File: src/rtl/dispatch_lane_serializer.sv
// dispatch_lane_serializer
// Splits one full-warp dispatch packet into lane-width sub-packets for a
// functional unit narrower than the warp. Thread groups with an all-zero
// mask slice are skipped. The header is passed through unchanged.
// Data, mask and handshake outputs are combinational selects of the held
// input packet. Only the sequencing state (started flag, next pid) is
// registered.
module dispatch_lane_serializer #(
    parameter int NUM_THREADS = 4,
    parameter int NUM_LANES   = 2,
    parameter int XLEN        = 32,
    parameter int HDR_W       = 64,
    localparam int NUM_PKTS   = NUM_THREADS / NUM_LANES,
    localparam int PID_W      = (NUM_PKTS > 1) ? $clog2(NUM_PKTS) : 1
) (
    input  logic                        clk,
    input  logic                        reset,
    input  logic                        in_valid,
    input  logic [HDR_W-1:0]            in_hdr,
    input  logic [NUM_THREADS-1:0]      in_tmask,
    input  logic [NUM_THREADS*XLEN-1:0] in_rs1_data,
    input  logic [NUM_THREADS*XLEN-1:0] in_rs2_data,
    input  logic [NUM_THREADS*XLEN-1:0] in_rs3_data,
    output logic                        in_ready,
    output logic                        out_valid,
    output logic [HDR_W-1:0]            out_hdr,
    output logic [NUM_LANES-1:0]        out_tmask,
    output logic [NUM_LANES*XLEN-1:0]   out_rs1_data,
    output logic [NUM_LANES*XLEN-1:0]   out_rs2_data,
    output logic [NUM_LANES*XLEN-1:0]   out_rs3_data,
    output logic [PID_W-1:0]            out_pid,
    output logic                        out_sop,
    output logic                        out_eop,
    input  logic                        out_ready
);

    localparam int SLICE_W = NUM_LANES * XLEN;

    logic             r_started;
    logic [PID_W-1:0] r_pid;

    logic [NUM_PKTS-1:0] w_nonempty;
    logic [PID_W-1:0]    w_first;
    logic [PID_W-1:0]    w_cur_pid;
    logic [PID_W-1:0]    w_next;
    logic                w_has_next;
    logic                w_eop;
    logic                w_fire;
    int                  w_data_shift;
    int                  w_mask_shift;

    // Flag every thread group that has at least one active thread.
    always_comb begin
        w_nonempty = '0;
        for (int p = 0; p < NUM_PKTS; p++) begin
            w_nonempty[p] = |in_tmask[p*NUM_LANES +: NUM_LANES];
        end
    end

    // Lowest non-empty group; an empty mask falls back to group 0.
    always_comb begin
        w_first = '0;
        for (int p = NUM_PKTS - 1; p >= 0; p--) begin
            w_first = w_nonempty[p] ? PID_W'(p) : w_first;
        end
    end

    // Pick the current group and look ahead for the next non-empty one.
    always_comb begin
        w_cur_pid  = r_started ? r_pid : w_first;
        w_next     = '0;
        w_has_next = 1'b0;
        for (int p = NUM_PKTS - 1; p >= 0; p--) begin
            if (w_nonempty[p] && (p > int'(w_cur_pid))) begin
                w_next     = PID_W'(p);
                w_has_next = 1'b1;
            end else begin
                w_next     = w_next;
                w_has_next = w_has_next;
            end
        end
        w_eop        = ~w_has_next;
        w_fire       = in_valid & out_ready;
        w_data_shift = int'(w_cur_pid) * SLICE_W;
        w_mask_shift = int'(w_cur_pid) * NUM_LANES;
    end

    // Drive the sub-packet fields from the selected slice of the held input.
    always_comb begin
        out_valid    = in_valid;
        out_hdr      = in_hdr;
        out_tmask    = NUM_LANES'(in_tmask >> w_mask_shift);
        out_rs1_data = SLICE_W'(in_rs1_data >> w_data_shift);
        out_rs2_data = SLICE_W'(in_rs2_data >> w_data_shift);
        out_rs3_data = SLICE_W'(in_rs3_data >> w_data_shift);
        out_pid      = w_cur_pid;
        out_sop      = ~r_started;
        out_eop      = w_eop;
        in_ready     = out_ready & w_eop;
    end

    // Advance to the next non-empty group on each fire; rewind after the last.
    always_ff @(posedge clk or posedge reset) begin
        if (reset) begin
            r_started <= 1'b0;
            r_pid     <= '0;
        end else if (w_fire) begin
            if (w_eop) begin
                r_started <= 1'b0;
                r_pid     <= '0;
            end else begin
                r_started <= 1'b1;
                r_pid     <= w_next;
            end
        end else begin
            r_started <= r_started;
            r_pid     <= r_pid;
        end
    end

endmodule

File: config.mk
export PLATFORM = sky130hd
export DESIGN_NAME = dispatch_lane_serializer
export DESIGN_NICKNAME = d
export VERILOG_FILES = /design/src/rtl/dispatch_lane_serializer.sv
export SDC_FILE = /design/constraint.sdc
export NUM_CORES = 1
export LEC_CHECK = 0
export BUFFER_PORTS_ARGS = -buffer_cell sky130_fd_sc_hd__buf_2
export CORE_AREA = 8 8 276 278
export CTS_CLUSTER_DIAMETER = 50
export DETAILED_ROUTE_END_ITERATION = 7
export DIE_AREA = 0 0 284 286
export MAX_ROUTING_LAYER = met4
export PLACE_DENSITY = 0.34
export SYNTH_ARGS = -nofsm -noshare
export SYNTH_HDL_FRONTEND = slang
export SYNTH_SLANG_ARGS = --single-unit
File: constraint.sdc
create_clock -name clk -period 2.2 [get_ports clk]
set_input_delay 0.44 -clock clk [delete_from_list [all_inputs] [get_ports clk]]
set_output_delay 0.44 -clock clk [all_outputs]
set_load 0.1 [all_outputs]
==> results of run 1 <==
placed cells by master, fill, tap and decap left out, drive strengths merged:
| cell | instances |
|---|---|
| buf | 633 |
| mux2 | 195 |
| clkbuf | 4 |
| clkinvlp | 2 |
| inv | 2 |
| nor2 | 2 |
| diode | 1 |
| nor3 | 1 |
| nand2 | 1 |
| o31a | 1 |
| nor2b | 1 |
| dfrtp | 1 |
logic make-up (layout without fill, tap and decap cells):
family | count (synthesis) | after routing | synth area share
compound gates | 1 | 1 | 0.00258
flops | 1 | 1 | 0.00736
other cells | 0 | 1 | 0
mux | 195 | 195 | 0.770
simple gates | 5 | 5 | 0.00663
buf+inv | 91 | 641 | 0.214
synthesized netlist by cell type (all sizes together):
cell type  number
o31a            1
nand2           1
nor3            1
mux2          195
inv             4
buf            87
dfrtp           1
nor2b           1
nor2            2
metal layers:
metal,vias up,global-route usage,part of all wire
met5,-,-,0
met1,2050,0.0807,0.39
met3,18,0.0396,0.13
li1,2098,-,-
met2,456,0.121,0.47
met4,0,0.00495,0.0086
stage by stage:
| step | util | setup TNS (ns) | hold WS (ns) | setup WS [ns] |
|---|---|---|---|---|
| after floorplan | - | -32.38 | 0.169 | -0.175 |
| after global placement | 0.130 | -29.33 | 0.284 | -0.235 |
| after detailed placement | 0.130 | -28.86 | 0.277 | -0.227 |
| after CTS | 0.143 | -18.55 | 0.279 | -0.214 |
| after global routing | 0.148 | -23.46 | 0.287 | -0.224 |
| final | 0.148 | -17.53 | 0.276 | -0.190 |
power groups by stage:
stage	clock network, uW	logic (uW)	registers, uW
finish	0.0000609	11800	31.2
CTS	0	11700	31.8
floorplan	0	7900	30.2
detailed placement	0	10600	31.6
global placement	0	10600	30.9
global route	0.0000608	12200	32.9
repair_timing:
item | 4_1_cts | 5_1_grt
resized for setup | 178 | 51
setup buffers | 5 | 4
pin swaps | 1 | 1
gates cloned | 9 | 4
setup endpoints to repair | 189 | 189
worst min-delay path by stage:
stage / from / endpoint
floorplan: reset / r_started
global placement: reset / r_started
detailed placement: reset / r_started
CTS: reset / r_started
global route: reset / r_started
finish: reset / r_started
cell type report:
class	instances	area, um^2
fill	8085	61400
antenna	1	2.50
sequential	1	25.0
multi-input combinational	201	2840
timing repair buffer	637	6570
tap	959	1200
inverter	4	22.5
==> metrics.yaml, run 1 <==
status: "finished with violations"
violations: "negative setup slack"
tightest_slew_ns: 0.549
wl_per_cell_um: 17.9
ys_seq_area_frac: 0.00736
slew_headroom: 0.637
power_switching_uw: 7200
layout_min_cycle_time_ns: 2.39
grt_max_degree: 16
overflow: 0
postLayoutSetupSlackWorst_ns: -0.190
powerDensity_nw_per_um2: 1110
crit_path_max_fanout: 8
end_kind: "output pin"
antenna_found_initial: 4
hp-class: "in2async"
arrival_ns: 1.95
ioPinCount: 719
instances_no_fill: 1803
grt_pass1_wl_um: 42600
ys_ff_latch: 1
die-area_um2: 81200
crit_buf_inv: 5
rsz0062_at_grt: "true"
synth_top_area_frac: 0.495
num_rows: 99
p_comb_frac: 0.997
core_area_um2: 72100
worst-setup-path-type: "in2out"
p_seq_frac: 0.003
largest_register_ffs: 1
grt_usage: 0.0730
crit_end: "out_rs2_data[38]"
insertion_delay_ns: 0
yosysUniqueCellTypes: 12
drv_cap: 0
area_growth_pct: 214
drtIter0Drc: 80
synth.area.top_cells: "mux2_4, mux2_2, buf_4"
drc: 0
dp_cells: 1781
top_register: "r_started"
io_buffer_count: 590
syn-mean-instance-area_um2: 11.6
ir_drop_mv: 0.438
fin_nets: 1301
rrSetupSlack_ns: 0.97
syn_area_um2: 3400
crit_start: "in_tmask[1]"
switching_share: 0.607
yosys_warnings: 0
crit_family: "buffers and inverters"
drtPass1Iterations: 4
top_regs: "r_started x1"
die_w_um: 284
path_clk_slew_ns: 0
drive_gt1_frac: 0.993
worst-path-stages: 7
routed_wirelength_um: 32200
start_util: 0.0471
total_power_uw: 11800
place_area_um2: 9400
cp.required_ns: 1.76
clockPowerShare: 0
leakage_uw: 0.00523
timing.fmax_mhz: 418
finalSetupViolations: 180
post-route-period-util: 1.09
cp_slowest_cell: "o31a_4"
vias: 4622
path_cells: "buf_6 -> o31a_4 -> buf_12 -> buf_16 -> buf_16 -> mux2_4 -> buf_12"
p_int_uw: 4650
syn_nets: 749
hold_buffers: 0
hold_viol_final: 0
synthCells: 293
reg2reg_depth: 3
slowest_delay_ns: 0.38
final_max_slew_viol_count: 0
reg2reg_from: "r_started"
worst_r2r_endpoint: "r_started"
gp_congestion: 0.794
vias_per_cell: 2.56
grt_pass1_vias: 5473
ant_nets: 0
dp_hpwl_um: 27300
yosys.area.top_type: "mux2_4"
finClkSkew_ns: 0
final_area_um2: 10700
die_h_um: 286
start_kind: "input port"
Note: power is estimated with default switching activity, not from simulation.
==> inputs of run 2 (changes only) <==
--- a/config.mk
+++ b/config.mk
@@ -6,12 +6,14 @@
 export NUM_CORES = 1
 export LEC_CHECK = 0
 export BUFFER_PORTS_ARGS = -buffer_cell sky130_fd_sc_hd__buf_2
-export CORE_AREA = 8 8 276 278
+export CELL_PAD_IN_SITES_DETAIL_PLACEMENT = 0
+export CELL_PAD_IN_SITES_GLOBAL_PLACEMENT = 1
+export CORE_AREA = 8 8 275 277
 export CTS_CLUSTER_DIAMETER = 50
 export DETAILED_ROUTE_END_ITERATION = 7
-export DIE_AREA = 0 0 284 286
+export DIE_AREA = 0 0 283 285
 export MAX_ROUTING_LAYER = met4
-export PLACE_DENSITY = 0.34
+export PLACE_DENSITY = 0.45
 export SYNTH_ARGS = -nofsm -noshare
 export SYNTH_HDL_FRONTEND = slang
 export SYNTH_SLANG_ARGS = --single-unit
==> run 2 against run 1 <==
Effect of this change:
- the flow still finishes with violations (negative setup slack)
- highest routed layer unchanged
- cell area fell by 6.5%
- wire length fell by 11%
- via count rose by 0.24%
- worst setup slack improved by 0.090 ns
- cell count fell by 1.0%
- register-to-register slack barely moved
- hold slack improved by 0.013 ns
==> metrics.yaml, run 2 (synthesis gave the netlist of run 1 again) <==
hold_buffers: 0  # unchanged
drtIter0Drc: 60  # was 80
grt_max_degree: 16  # unchanged
final_util: 0.140  # was 0.148
ant_nets: 0  # unchanged
num_rows: 98  # was 99
timing.fmax_mhz: 435  # was 418 MHz
rsz0062_at_grt: "true"  # unchanged
drv_cap: 0  # unchanged
gp_congestion: 0.903  # was 0.794
top_regs: "r_started x1"  # unchanged
grt_pass1_vias: 5498  # was 5473
drive_gt1_frac: 0.993  # about the same
ioPinCount: 719  # unchanged
final_max_slew_viol_count: 0  # unchanged
routed_wirelength_um: 28700  # was 32200 um
start_kind: "input port"  # unchanged
tns_ns: -6.28  # was -17.53 ns
die_w_um: 283  # was 284 um
hp-class: "in2async"  # unchanged
hold_viol_final: 0  # unchanged
post-route-period-util: 1.05  # was 1.09
grt_usage: 0.0658  # was 0.0730
layout.cells.most_common: "buf_2"  # unchanged
start_util: 0.0479  # was 0.0471
area_growth_pct: 193  # was 214%
postLayoutSetupSlackWorst_ns: -0.100  # was -0.190 ns
rrSetupSlack_ns: 0.96  # was 0.97 ns
pre_cts_ws_ns: -0.201  # was -0.227 ns
top_register: "r_started"  # unchanged
holdWs_ns: 0.289  # was 0.276 ns
path_clk_slew_ns: 0  # about the same
total_power_uw: 10900  # was 11800 uW
leakage_uw: 0.00494  # was 0.00523 uW
end_kind: "output pin"  # unchanged
layout_min_cycle_time_ns: 2.30  # was 2.39 ns
reg2reg_from: "r_started"  # unchanged
fin_nets: 1291  # was 1301
n_fill_cell: 7998  # was 8085
vias: 4633  # was 4622
finalSetupViolations: 130  # was 180
violations: "negative setup slack"  # unchanged
antenna_found_initial: 9  # was 4
worst-setup-path-type: "in2out"  # unchanged
io_buffer_count: 590  # unchanged
cp.required_ns: 1.76  # about the same
overflow: 0  # unchanged
ir_drop_mv: 0.481  # was 0.438 mV
multi_input_area_um2: 2820  # was 2840 um^2
worst_r2r_endpoint: "r_started"  # unchanged
insertion_delay_ns: 0  # about the same
wl_per_cell_um: 16.1  # was 17.9 um
arrival_ns: 1.86  # was 1.95 ns
tightest_slew_ns: 0.497  # was 0.549 ns
crit_path_max_fanout: 8  # unchanged
finClkSkew_ns: 0  # unchanged
status: "finished with violations"  # unchanged
reg2reg_depth: 3  # unchanged
slew_headroom: 0.671  # was 0.637
die_h_um: 285  # was 286 um
powerDensity_nw_per_um2: 1100  # was 1110 nW/um^2
seqCellArea_um2: 25.0  # unchanged
grt_pass1_wl_um: 38900  # was 42600 um
dp_hpwl_um: 26400  # was 27300 um
drtPass1Iterations: 4  # unchanged
drc: 0  # unchanged
die-area_um2: 80700  # was 81200 um^2
core_area_um2: 71000  # was 72100 um^2
largest_register_ffs: 1  # unchanged
mostFrequentLayoutCells: "buf_2, mux2_4, buf_12"  # was buf_2, buf_12, mux2_4
vias_per_cell: 2.60  # was 2.56
-- run 2: changes by cell type in the layout (fill, tap and decap cells not counted) --
cell       change
buf_8         +17
clkbuf_16      -4
buf_12        -39
buf_4         +14
diode_2        +1
mux2_4         -4
buf_2          +2
mux2_2         +4
buf_6         +10
buf_16        -10
-- run 2: worst max path at each step --
stage,start,to
6_report,in_tmask[1],out_rs1_data[63]
5_1_grt,in_tmask[1],out_rs1_data[63]
4_1_cts,in_tmask[1],out_rs1_data[63]
3_5_place_dp,in_tmask[0],out_rs1_data[46]
3_3_place_gp,in_tmask[0],out_rs1_data[31]
2_1_floorplan,r_started,out_rs1_data[0]
-- run 2: metal layers --
metal	global-route usage	up-vias	routed length, um
li1	-	2076	-
met1	0.0688	2051	10900
met2	0.119	490	14400
met3	0.0290	16	3070
met4	0.00270	0	210
met5	-	-	0
-- run 2: critical path, stage by stage --
cell and delay (ns):
buf_6 0.09, o31a_4 0.37, buf_12 0.16, buf_12 0.15, buf_12 0.14, mux2_4 0.31
buf_12 0.17
-- run 2: layout make-up --
class | count | share of cell area
inverter | 4 | 0.00226
timing repair buffer | 627 | 0.592
multi-input combinational | 201 | 0.284
sequential | 1 | 0.00251
tap | 950 | 0.119
antenna | 2 | 0.000503
-- run 2: report_power, final --
group	switching, uW	internal (uW)
logic	6860	4050
clock network	0	0.000122
registers	5.76	24.3
total	6870	4070
-- run 2: repair_timing --
action,in CTS,in global routing
resized for setup,202,61
pin swaps,1,0
gates cloned,1,0
buffers inserted,1,0
endpoints found under the setup margin,189,159
-- run 2: through the flow --
step / std cells / cell area [um^2]
floorplan: 293 / 3620
global placement: 1781 / 8990
detailed placement: 1781 / 8990
CTS: 1783 / 9710
global route: 1785 / 9960
finish: 1785 / 9960
==> inputs of run 3 (changes only) <==
--- a/config.mk
+++ b/config.mk
@@ -5,15 +5,17 @@
 export SDC_FILE = /design/constraint.sdc
 export NUM_CORES = 1
 export LEC_CHECK = 0
+export ABC_AREA = 1
 export BUFFER_PORTS_ARGS = -buffer_cell sky130_fd_sc_hd__buf_2
 export CELL_PAD_IN_SITES_DETAIL_PLACEMENT = 0
 export CELL_PAD_IN_SITES_GLOBAL_PLACEMENT = 1
-export CORE_AREA = 8 8 275 277
+export CORE_AREA = 8 8 270 272
 export CTS_CLUSTER_DIAMETER = 50
 export DETAILED_ROUTE_END_ITERATION = 7
-export DIE_AREA = 0 0 283 285
+export DIE_AREA = 0 0 278 280
 export MAX_ROUTING_LAYER = met4
-export PLACE_DENSITY = 0.45
+export PLACE_DENSITY = 0.5
+export SETUP_SLACK_MARGIN = 0.3
 export SYNTH_ARGS = -nofsm -noshare
 export SYNTH_HDL_FRONTEND = slang
 export SYNTH_SLANG_ARGS = --single-unit
==> run 3 against run 2 <==
Effect of this change:
- global-route usage is 3.0 points higher
- sequential share of layout area is 0.057 points lower
- wire length is 42% higher
- total power is 2.0% higher
- core utilization is 4.6 points higher
- register-to-register slack better by 0.14 ns
- highest routed layer unchanged
- synthesized area is 1.1% lower
- clock skew stayed put
- hold slack better by 0.031 ns
- the run now ends clean
- cell area is 29% higher
- critical path type unchanged
- cell count is 21% higher
==> metrics.yaml, run 3 <==
grt_max_degree: 64  # was 16
rsz0062_at_grt: "true"  # unchanged
grt_pass1_vias: 7685  # was 5498
reg2reg_from: "r_started"  # unchanged
yosys_warnings: 0  # unchanged
insertion_delay_ns: 0  # about the same
num_rows: 97  # was 98
core_area_um2: 68900  # was 71000 um^2
synthTopCellsByCount: "nand2_1, nand3_1, buf_4"  # was mux2_4, mux2_2, buf_4
slew_headroom: 0.744  # was 0.671
area_growth_pct: 283  # was 193%
hold_buffers: 0  # unchanged
ys_ff_latch: 1  # unchanged
synth_top_area_frac: 0.440  # was 0.495
postLayoutSetupSlackWorst_ns: 0.0677  # was -0.100 ns
timing.fmax_mhz: 469  # was 435 MHz
synth-async-reset-ratio: 1.00  # unchanged
ys.flop_type: "dfrtp_1"  # unchanged
drive_gt1_frac: 0.764  # was 0.993
vias: 7084  # was 4633
dp_hpwl_um: 34200  # was 26400 um
yosysUniqueCellTypes: 13  # was 12
io_buffer_count: 590  # unchanged
arrival_ns: 1.69  # was 1.86 ns
synthCells: 730  # was 293
layout.cells.most_common: "buf_2"  # unchanged
ioPinCount: 719  # unchanged
syn_nets: 1186  # was 749
pre_cts_ws_ns: -0.243  # was -0.201 ns
layout_min_cycle_time_ns: 2.13  # was 2.30 ns
top_regs: "r_started x1"  # unchanged
syn_area_um2: 3360  # was 3400 um^2
path_clk_slew_ns: 0  # about the same
synth_edf_count: 0  # unchanged
yosysMostFrequentCell: "nand2_1"  # was mux2_4
mostFrequentLayoutCells: "buf_2, nand2_4, buf_12"  # was buf_2, mux2_4, buf_12
ant_nets: 0  # unchanged
vias_per_cell: 3.27  # was 2.60
final_util: 0.186  # was 0.140
status: "finished, final reports clean"  # was finished with violations
total_power_uw: 11200  # was 10900 uW
hold_viol_final: 0  # unchanged
overflow: 0  # unchanged
start_util: 0.0487  # was 0.0479
drtPass1Iterations: 4  # unchanged
worst-setup-path-type: "in2out"  # unchanged
final_max_slew_viol_count: 0  # unchanged
top_register: "r_started"  # unchanged
end_kind: "output pin"  # unchanged
antenna_found_initial: 10  # was 9
die_w_um: 278  # was 283 um
tns_ns: 0  # was -6.28 ns
wl_per_cell_um: 18.8  # was 16.1 um
n_fill_cell: 7721  # was 7998
finClkSkew_ns: 0  # unchanged
start_kind: "input port"  # unchanged
tightest_slew_ns: 0.384  # was 0.497 ns
die_h_um: 280  # was 285 um
cp.required_ns: 1.76  # about the same
routed_wirelength_um: 40700  # was 28700 um
die-area_um2: 77800  # was 80700 um^2
yosys.area.top_type: "nand2_1"  # was mux2_4
gp_congestion: 0.828  # was 0.903
rrSetupSlack_ns: 1.10  # was 0.96 ns
finalSetupViolations: 0  # was 130
grt_usage: 0.0956  # was 0.0658
drc: 0  # unchanged
grt_pass1_wl_um: 54100  # was 38900 um
drv_cap: 0  # unchanged
largest_register_ffs: 1  # unchanged
drtIter0Drc: 152  # was 60
fin_nets: 1729  # was 1291
crit_start: "in_tmask[1]"  # unchanged
synth.area.top_cells: "nand2_1, nand3_1, buf_4"  # was mux2_4, mux2_2, buf_4
hp-class: "in2async"  # unchanged
ir_drop_mv: 0.507  # was 0.481 mV
syn-mean-instance-area_um2: 4.60  # was 11.6 um^2
leakage_uw: 0.00644  # was 0.00494 uW
ys_seq_area_frac: 0.00745  # was 0.00736
post-route-period-util: 0.969  # was 1.05
crit_path_max_fanout: 7  # was 8
powerDensity_nw_per_um2: 868  # was 1100 nW/um^2
## run 3: where the power goes
| part | leakage (uW) | total, uW | internal (uW) | switching (uW) |
|---|---|---|---|---|
| sequential | 0.0000126 | 26.8 | 22.0 | 4.85 |
| clock | 0.0000000399 | 0.00149 | 0.00149 | 0 |
| combinational | 0.00643 | 11100 | 3860 | 7270 |
| total | 0.00644 | 11200 | 3890 | 7270 |
## run 3: what timing repair did
item,in CTS,in global routing
gates resized for setup,49,149
pin swaps,4,11
setup buffers,8,1
gates cloned,6,7
setup endpoints to repair,195,196
## run 3: critical path, stage by stage
cell	delay (ns)
buf_8	0.10
nor2_4	0.09
buf_6	0.11
nand2_8	0.08
nand2_8	0.11
clkbuf_16	0.20
clkbuf_16	0.21
nand2_2	0.08
nand2_4	0.07
buf_12	0.17
## run 3: path summary, 6_finish.rpt
path / to / depth (start not counted)
max: out_rs2_data[63] / 10
min: r_started / 2
max reg2reg: r_started / 4
min reg2reg: r_started / 2
max in group asynchronous: r_started / 2
min in group clk: r_started / 2
## run 3: final cells by class
class                           count  area, um^2  area share
Inverter                            8        35.0     0.00273
Sequential cell                     1        25.0     0.00195
Antenna cell                        6        15.0     0.00117
Timing Repair Buffer              669        7040       0.548
Tap cell                          891        1110      0.0867
Multi-Input combinational cell    593        4620       0.359
## run 3: routing by layer
layer,GRT usage,vias up,wire length [um]
met3,0.0304,56,3690
met4,0.0193,0,1280
met1,0.105,3204,15400
met5,-,-,0
li1,-,3359,-
met2,0.170,465,20300
## run 3: through the flow
step,cell area [um^2],hold WS [ns],instances
after global routing,12800,0.341,2167
after detailed placement,11600,0.338,2140
after global placement,11600,0.342,2140
final,12900,0.320,2168
after floorplan,4810,0.169,730
after CTS,12100,0.339,2154
## run 3: cell families after synthesis
kind of cell / after synthesis / synth area share
buffers and inverters: 136 / 0.255
DFF: 1 / 0.00745
and+or+nand+nor: 593 / 0.737
